**config.mk**
```make
export PLATFORM = sky130hd
export DESIGN_NAME = apb_hash_block_fifo_if
export DESIGN_NICKNAME = d
export VERILOG_FILES = /design/src/rtl/apb_hash_block_fifo_if.sv
export SDC_FILE = /design/constraint.sdc
export NUM_CORES = 2
export LEC_CHECK = 0
export CAP_MARGIN = 20
export CORE_MARGIN = 2
export CORE_UTILIZATION = 55
export CTS_CLUSTER_SIZE = 30
export DETAILED_ROUTE_END_ITERATION = 8
export PLACE_DENSITY = 0.9
export SLEW_MARGIN = 20
export SYNTH_ARGS = -nofsm -noshare
export SYNTH_HDL_FRONTEND = slang
export SYNTH_SLANG_ARGS = --single-unit
```
**constraint.sdc**
```tcl
create_clock -name pclk_i -period 4.5 [get_ports pclk_i]
set_input_delay 0.675 -clock pclk_i [delete_from_list [all_inputs] [get_ports pclk_i]]
set_output_delay 0.675 -clock pclk_i [all_outputs]
set_load 0.05 [all_outputs]
```
**src/rtl/apb_hash_block_fifo_if.sv**
```systemverilog
// rtl/apb_hash_block_fifo_if.sv - APB register interface with a block FIFO feeding a hash core
module apb_hash_block_fifo_if #(
  parameter int DataWidth   = 32,
  parameter int AddrWidth   = 32,
  parameter int BlockWidth  = 512,
  parameter int DigestWidth = 256,
  parameter int Depth       = 2,
  parameter int DataBytes   = DataWidth / 8
) (
  input  logic                   pclk_i,
  input  logic                   preset_ni,
  input  logic                   psel_i,
  input  logic                   penable_i,
  input  logic                   pwrite_i,
  input  logic [AddrWidth-1:0]   paddr_i,
  input  logic [DataWidth-1:0]   pwdata_i,
  input  logic [DataBytes-1:0]   pstrb_i,
  output logic [DataWidth-1:0]   prdata_o,
  output logic                   pready_o,
  output logic                   pslverr_o,
  output logic [BlockWidth-1:0]  block_o,
  output logic                   block_last_o,
  output logic                   block_valid_o,
  input  logic                   block_ready_i,
  input  logic                   idle_i,
  input  logic [DigestWidth-1:0] digest_i,
  input  logic                   digest_valid_i,
  output logic                   reset_hash_o,
  output logic                   irq_o
);

  localparam int NumWords = BlockWidth / DataWidth;
  localparam int DigWords = (DigestWidth + DataWidth - 1) / DataWidth;
  localparam int DigPadW  = DigWords * DataWidth;
  localparam int ByteSh   = $clog2(DataBytes);
  localparam int PtrW     = (Depth > 1) ? $clog2(Depth) : 1;
  localparam int CntW     = $clog2(Depth + 1);
  localparam int WIdxW    = (NumWords > 1) ? $clog2(NumWords) : 1;
  localparam int DIdxW    = (DigWords > 1) ? $clog2(DigWords) : 1;

  // APB response registers
  logic                   pready_q, pslverr_q;
  logic [DataWidth-1:0]   prdata_q;

  // Register state
  logic [DataWidth-1:0]   stage_q [NumWords];
  logic [BlockWidth-1:0]  stage_flat;
  logic                   irq_en_q, irq_en_d;
  logic                   dv_q, dv_d;
  logic                   irq_q;
  logic                   reset_hash_q;
  logic [DigestWidth-1:0] digest_q;
  logic [DigPadW-1:0]     digest_pad;

  // Block FIFO
  logic [BlockWidth-1:0]  mem_q [Depth];
  logic [Depth-1:0]       last_q;
  logic [PtrW-1:0]        wr_ptr_q, rd_ptr_q;
  logic [CntW-1:0]        count_q;
  logic                   full, empty, pop;

  // Decode
  logic [11:0]            offset;
  logic                   access;
  logic                   sel_ctrl, sel_status, sel_stage, sel_dig, any_sel;
  logic [WIdxW-1:0]       stage_idx;
  logic [DIdxW-1:0]       dig_idx;
  logic                   push_blocked, err, wr_ok;
  logic                   ctrl_wr_ok, do_push, do_rst, dv_clr, stage_wr;
  logic [DataWidth-1:0]   rdata;
  logic                   unused_addr;

  assign offset      = paddr_i[11:0];
  assign unused_addr = ^paddr_i[AddrWidth-1:12];
  // The first access cycle is the one where pready is still low; side effects commit at its edge.
  assign access      = psel_i & penable_i & ~pready_q;

  assign full          = (count_q == CntW'(Depth));
  assign empty         = (count_q == '0);
  assign block_valid_o = ~empty;
  assign block_o       = mem_q[rd_ptr_q];
  assign block_last_o  = last_q[rd_ptr_q];
  assign pop           = block_valid_o & block_ready_i;
  assign digest_pad    = DigPadW'(digest_q);

  function automatic logic [PtrW-1:0] ptr_inc(input logic [PtrW-1:0] p);
    return (p == PtrW'(Depth - 1)) ? '0 : p + 1'b1;
  endfunction

  // Address decode and error classification
  always_comb begin
    sel_ctrl   = (offset == 12'h000);
    sel_status = (offset == 12'(DataBytes));
    sel_stage  = (offset >= 12'h100) && (offset < 12'(256 + NumWords * DataBytes)) &&
                 (offset[ByteSh-1:0] == '0);
    sel_dig    = (offset >= 12'h200) && (offset < 12'(512 + DigWords * DataBytes)) &&
                 (offset[ByteSh-1:0] == '0);
    any_sel    = sel_ctrl | sel_status | sel_stage | sel_dig;
    stage_idx  = WIdxW'((offset - 12'h100) >> ByteSh);
    dig_idx    = DIdxW'((offset - 12'h200) >> ByteSh);
    // A push into a full FIFO is accepted only when the head leaves at the same edge.
    push_blocked = access & pwrite_i & sel_ctrl & pstrb_i[0] & pwdata_i[0] & ~pwdata_i[1] &
                   full & ~block_ready_i;
    err        = access & (~any_sel | (pwrite_i & sel_dig) | push_blocked);
    wr_ok      = access & pwrite_i & ~err;
    ctrl_wr_ok = wr_ok & sel_ctrl & pstrb_i[0];
    do_rst     = ctrl_wr_ok & pwdata_i[1];
    do_push    = ctrl_wr_ok & pwdata_i[0] & ~pwdata_i[1];
    dv_clr     = wr_ok & sel_status & pstrb_i[0] & pwdata_i[3];
    stage_wr   = wr_ok & sel_stage;
  end

  // Read data mux
  always_comb begin
    rdata = '0;
    if (sel_ctrl) begin
      rdata[2] = irq_en_q;
    end else if (sel_status) begin
      rdata[0]    = idle_i;
      rdata[1]    = full;
      rdata[2]    = empty;
      rdata[3]    = dv_q;
      rdata[15:8] = 8'(count_q);
    end else if (sel_stage) begin
      rdata = stage_q[stage_idx];
    end else if (sel_dig) begin
      rdata = digest_pad[int'(dig_idx) * DataWidth +: DataWidth];
    end
  end

  // Flatten staging words into a block, word k at the k-th slice
  always_comb begin
    stage_flat = '0;
    for (int k = 0; k < NumWords; k++) begin
      stage_flat[k * DataWidth +: DataWidth] = stage_q[k];
    end
  end

  // Next values of IRQ_EN and DV; a new digest beats a W1C or RESET in the same cycle
  always_comb begin
    irq_en_d = ctrl_wr_ok ? pwdata_i[2] : irq_en_q;
    dv_d     = dv_q;
    if (dv_clr || do_rst) dv_d = 1'b0;
    if (digest_valid_i)   dv_d = 1'b1;
  end

  // APB response: one wait state, registered data and error
  always_ff @(posedge pclk_i or negedge preset_ni) begin
    if (!preset_ni) begin
      pready_q  <= 1'b0;
      pslverr_q <= 1'b0;
      prdata_q  <= '0;
    end else begin
      pready_q  <= access;
      pslverr_q <= err;
      prdata_q  <= (access && !pwrite_i && !err) ? rdata : '0;
    end
  end

  // Byte-strobed staging buffer; kept across PUSH and RESET
  always_ff @(posedge pclk_i or negedge preset_ni) begin
    if (!preset_ni) begin
      for (int k = 0; k < NumWords; k++) stage_q[k] <= '0;
    end else if (stage_wr) begin
      for (int b = 0; b < DataBytes; b++) begin
        if (pstrb_i[b]) stage_q[stage_idx][8 * b +: 8] <= pwdata_i[8 * b +: 8];
      end
    end
  end

  // Control, digest capture, interrupt and core reset pulse
  always_ff @(posedge pclk_i or negedge preset_ni) begin
    if (!preset_ni) begin
      irq_en_q     <= 1'b0;
      dv_q         <= 1'b0;
      irq_q        <= 1'b0;
      reset_hash_q <= 1'b0;
      digest_q     <= '0;
    end else begin
      irq_en_q     <= irq_en_d;
      dv_q         <= dv_d;
      irq_q        <= irq_en_d & dv_d;
      reset_hash_q <= do_rst;
      if (digest_valid_i) digest_q <= digest_i;
    end
  end

  // Block FIFO; RESET flushes pointers and count at the write edge
  always_ff @(posedge pclk_i or negedge preset_ni) begin
    if (!preset_ni) begin
      for (int d = 0; d < Depth; d++) mem_q[d] <= '0;
      last_q   <= '0;
      wr_ptr_q <= '0;
      rd_ptr_q <= '0;
      count_q  <= '0;
    end else if (do_rst) begin
      wr_ptr_q <= '0;
      rd_ptr_q <= '0;
      count_q  <= '0;
    end else begin
      if (do_push) begin
        mem_q[wr_ptr_q]  <= stage_flat;
        last_q[wr_ptr_q] <= pwdata_i[3];
        wr_ptr_q         <= ptr_inc(wr_ptr_q);
      end
      if (pop) rd_ptr_q <= ptr_inc(rd_ptr_q);
      if (do_push && !pop)      count_q <= count_q + 1'b1;
      else if (!do_push && pop) count_q <= count_q - 1'b1;
    end
  end

  assign prdata_o     = prdata_q;
  assign pready_o     = pready_q;
  assign pslverr_o    = pslverr_q;
  assign reset_hash_o = reset_hash_q;
  assign irq_o        = irq_q;

endmodule

```
======== Word level (Yosys, flattened, before mapping) ========
Cells that the tools add are included.
storage, ports and cells
  register bits after elaboration ......... 1836
  input port bits ......................... 332
  output and inout port bits .............. 550
  word-level logic and storage cells ...... 167
operators by class
  add/sub/neg operators ................... 6
  $lt $le $gt $ge ......................... 12
  eq/ne operators ......................... 2
  shifts and indexed selects .............. 1
  mux-type cells .......................... 55
  bitwise gates (word level) .............. 38
  reduce and logical (&&, ||, !) cells .... 23
operators with widths
  operator              count
  $mux 512              11
  $bwmux 512            4
  $bwmux 1024           1
  $demux 32 s4          4
  $demux 512 s1         1
  $shiftx 256x9->32     1
  $mux 32               6
  $bmux 32 s4           1
  $mux 16               2
  $mux 29               1
  $mux 24               1
  $and 1x1->1           23
  $mux 8                2
  $mux 1                13
  $eq 12x3->1 const B   1
  $ge 12x10->1 const B  1
  $ge 12x9->1 const B   1
  $logic_not 12->1      1
  $lt 12x10->1 const B  1
  $lt 12x9->1 const B   1
  $logic_and 1x1->1     11
  $mux 2                4
  $mux 4                2
  $not 1->1             7
  other kinds (23)      36

======== Logic depth before layout (Yosys ltp) ========
  depth after elaboration ................. 23
  mapped depth ............................ 9
  mapped depth without buffers ............ 6

======== Worst setup path after synthesis ========
OpenSTA, ideal clock, no wires.
  path kind ............................... input -> register
  start ................................... in pwdata_i[1]
  end ..................................... reg mem_q[653] in the netlist's numbering
  library setup time ...................... 0.127 ns
  data arrival time ....................... 2.635 ns
  path slack .............................. 1.737 ns
  stages .................................. 9
  buffers on the path ..................... 4
  path through ............................ buf_2 or3b_1 a21o_1 nor4_4 nor2b_1 buf_4 buf_8 buf_8 mux2_1
between the ends
  word-level cells in the longest chain between the ends .. 13
  elaborated cells between the ends (all ways) .. 15
RTL lines
  element                                   line      text
  start, declared                           16        input logic [DataWidth-1:0] pwdata_i,
  $not 1->1                                 102, 108
  $and 1x1->1 (2 in a row)                  102       push_blocked = access & pwrite_i & sel_ctrl & pstrb_i[0] & pwdata_i[0] & ~pwdata_i[1] &
  $and 1x1->1                               103       full & ~block_ready_i;
  $or 1x1->1                                104       err = access & (~any_sel | (pwrite_i & sel_dig) | push_blocked);
  $and 1x1->1                               104
  $not 1->1                                 105       wr_ok = access & pwrite_i & ~err;
  $and 1x1->1                               105
  $and 1x1->1 (2 in a row)                  106       ctrl_wr_ok = wr_ok & sel_ctrl & pstrb_i[0];
  $and 1x1->1 (on tied branches)            108, 107
  $and 1x1->1 or $not 1->1 (tied branches)  n/a
  $reduce_and 2->1 (no line) (*)            n/a
  end signal, assigned by index             202       mem_q[wr_ptr_q] <= stage_flat;
  end, declared                             56        logic [BlockWidth-1:0] mem_q [Depth];
Mark *: on every way between the ends. The rest lies on a longest branch, timed or not.
A chain may end at the register's enable or synchronous reset.

======== Worst setup path in the final report ========
  start ................................... reg rd_ptr_q
  end ..................................... out block_o[268]
between the ends
  word-level cells in the longest chain between the ends .. 4
RTL lines
  element                                      line  text
  start, declared                              58    logic [PtrW-1:0] wr_ptr_q, rd_ptr_q;
  start signal, assigned                       206   if (pop) rd_ptr_q <= ptr_inc(rd_ptr_q);
  $not 1->2 (implied by the code)              81    assign block_o = mem_q[rd_ptr_q];
  $mux 512 (implied by the code) (3 in a row)  81
  end, declared                                21    output logic [BlockWidth-1:0] block_o,
No other way between the ends. The select of a mux whose other input is x is not followed.

==> metrics.md <==
| Metric | Value |
|---|---|
| CP endpoint | `block_o[268]` |
| Least-Margin Pin Slew | `1200 ps` |
| Area of the multi-input gates | `32600 um^2` |
| Routed wire length on met2 | `115 mm` |
| Routability Congestion | `0.891` |
| CTS sink cnt | `1836` |
| # resized after CTS | `0` |
| VDD IR max | `0.323 mV` |
| Synth Area in XOR/XNOR | `0.0327%` |
| RSZ-0062 raised after global routing | `false` |
| Number of port buffers | `861` |
| Clk network pwr share | `45.2%` |
| Vias | `49600` |
| Initial antenna violation count | `45` |
| First-pass GRT wire length | `360 mm` |
| CTS Buf Count | `180` |
| Residual DRC | `0` |
| Asr flop ratio synth | `100%` |
| Compound-Gate Fraction of Synth Area | `1.13%` |
| WP data arrival | `3580 ps` |
| Mean Syn Cell Area | `16.0 um^2` |
| Final critical-path share of the clock period | `94.6%` |
| Detailed Route WL | `249 mm` |
| Switching part of the total | `23.2%` |
| Total grt overflow | `0` |
| Final Hold Fails | `0` |
| Hold_buf cts | `1` |
| R2R Setup Slk | `1090 ps` |
| Largest family of logic cells by synthesized area | `multiplexers` |
| Die W | `386 um` |
| Placed instance area | `91200 um^2` |
| # Post-CTS Setup Buffers | `0` |
| Final setup TNS | `0 ps` |
| Clock Tree Buf Depth | `3` |
| FILL cells | `9231` |
| Row count | `140` |
| Via density | `6.22` |
| Post-synthesis sequential area ratio | `57.2%` |
| CTS tree | `yes` |
| Count leader, synth | `mux2_2` |
| Top post-synthesis cells by area | `dfrtp_1 57%, mux2_2 26%, mux2_1 6.6%, mux4_2 5.2%, clkbuf_1 0.70%` |
| Primary FF master, synth | `dfrtp_1` |
| Yosys reg bits | `1836` |
| Status | `complete, no violations` |
| FF+latch area | `45900 um^2` |
| Htree depth | `4` |
| Relative slew slack | `19.5%` |
| CP Capture Type | `output port` |
| DR WL/cell | `31.3 um` |
| Vias in the first global route | `52100` |
| Final setup vio count | `0` |
| Layout Nets | `6197` |
| Synth Instances | `5002` |
| Power per cell area | `357 nW/um^2` |
| Reg2reg start | `pready_o` |
| Post-route cell area | `97600 um^2` |
| Met3 routed WL | `22.1 mm` |
| Post-route total power | `34.9 mW` |
| Total track usage | `33.4%` |
| Static Leak | `47.3 nW` |
| Post-synth cell types | `52` |
| Combinational Power Share | `6.3%` |
| Max Used Layer | `met5` |
| Yosys warnings | `0` |
| M1 wire length | `99.1 mm` |
| Beginning of the critical path | `rd_ptr_q` |
| # IOs | `882` |
| Synth Area in Simple Gates | `1.16%` |
| Area Growth Syn to Fin | `21.6%` |
| Area leader, netlist | `dfrtp_1` |
| Netlist Area Pre-Place | `80300 um^2` |
| Hold Path Class | `input pin to flop` |
| Clock transition at path regs | `60 ps` |
| Critical path class | `flop to output port` |
| Post-synthesis adder-cell area fraction | `0%` |
| Routed Antenna Nets | `0` |
| FF-to-FF End | `mem_q[216]` |
| Max Cap Viol | `0` |
| Slew Limit Fails | `0` |
| DR pass1 iterations | `6` |
| Post-synthesis mux area share | `38.2%` |
| DR iter-0 viols | `4147` |
| FF-to-FF path depth | `8` |
| Internal power | `26.8 mW` |
| Latest clock arrival within the worst-skew pair | `840 ps` |
| Root Buffer | `clkbuf_16` |
| Fmax | `235 MHz` |
| Core area | `145000 um^2` |
| Sequential share of power | `48.5%` |
| Crit-path max FO | `30` |
| Startpoint Class | `flop` |
| Req. time, crit path | `3830 ps` |
| Final Skew | `38.9 ps` |
| Hold_sp | `digest_i[215]` |
| EDFF count, synth | `0` |
| Die Y | `386 um` |
| Initial Utilization | `55.3%` |
| Post-layout min period | `4260 ps` |
| Synth cell count leaders | `1844 x mux2_2, 1836 x dfrtp_1, 470 x mux2_1` |
| Die area | `149000 um^2` |
| Mapped Nets | `5334` |
| Pin count of the biggest net entering global routing | `152` |
| HPWL Detailed | `173 mm` |
| Share of layout cells above drive strength 1 | `41.6%` |
| Net Sw Power | `8.10 mW` |
| Post-synth top area share | `57.2%` |
power by group through the flow:
stage / logic [mW] / registers (mW) / clock network (mW)
CTS: 2.21 / 16.9 / 15.9
finish: 2.20 / 16.9 / 15.8
detailed placement: 2.19 / 17.2 / 0
global route: 2.34 / 16.9 / 16.6
floorplan: 1.08 / 17.1 / 0
global placement: 2.15 / 17.2 / 0
flip-flops by register name, indices dropped and copies added (netlist names):
register	count
digest_pad	256
reset_hash_o	1
dv_q	1
pready_o	1
last_q	2
count_q	2
irq_en_q	1
pslverr_o	1
stage_flat	512
wr_ptr_q	1
mem_q	1024
irq_o	1
rd_ptr_q	1
prdata_o	32
metal layers:
metal  vias to the layer above  track usage, %
met4                        12            16.8
met2                      2215            50.4
met1                     26600            44.5
met3                       539            9.25
met5                         -               0
li1                      20200               -
worst max-delay path: stages, from the launching register on:
cell             delay (ps)
dfrtp_4                 980
buf_12                  300
buf_12                  230
mux2_2                  370
clkdlybuf4s50_1         820
worst min-delay path by stage:
stage                      endpoint  slack (ps)  depth (start not counted)
floorplan                count_q[0]         380                          0
global placement         mem_q[622]         460                          1
detailed placement       mem_q[877]         470                          1
CTS                  digest_pad[86]         390                          2
global route        digest_pad[215]         420                          2
finish              digest_pad[215]         440                          2
per-stage QoR:
stage,hold slack [ps],utilization (%),setup WS [ps],instances
final,444,67.2,243,7963
after global routing,424,67.2,166,7951
after CTS,389,67.2,211,7928
after detailed placement,471,62.8,428,7599
after global placement,462,62.8,446,7599
after floorplan,379,-,1740,5002
logic make-up after synthesis:
kind of cell    count (synthesis)
mux                          2543
flops                        1836
compound gates                119
simple gates                  176
buf+inv                       325
xor+xnor                        3
placed cells by master (no fill, tap or decap), drive strengths merged, types with 3 or more instances in the layout:
| cell | count |
|---|---|
| a31oi | 4 |
| or2 | 5 |
| o21ai | 3 |
| a22o | 55 |
| mux2 | 2314 |
| nor2b | 7 |
| nand2 | 54 |
| nand3 | 14 |
| mux2i | 44 |
| nand2b | 7 |
| dfrtp | 1836 |
| a221oi | 3 |
| clkbuf | 269 |
| a21oi | 7 |
| clkinvlp | 5 |
| a311oi | 3 |
| o22ai | 26 |
| nor2 | 51 |
| and4 | 3 |
| and2 | 4 |
| mux4 | 185 |
| diode | 35 |
| clkinv | 37 |
| a22oi | 8 |
| bufinv | 13 |
| nor4 | 7 |
| nor3 | 16 |
| clkdlybuf4s50 | 854 |
| a211oi | 3 |
| inv | 8 |
| buf | 147 |
layout make-up:
class | instances | area share (%)
clock inverters | 59 | 0.917
multi-input cells | 2841 | 33.4
inverters | 4 | 0.0154
flip-flops and latches | 1836 | 47.1
diodes | 35 | 0.0897
clock buffers | 269 | 5.50
well taps | 1917 | 2.46
repair buffers | 1002 | 10.5
Note: power is estimated with default switching activity, not from simulation.
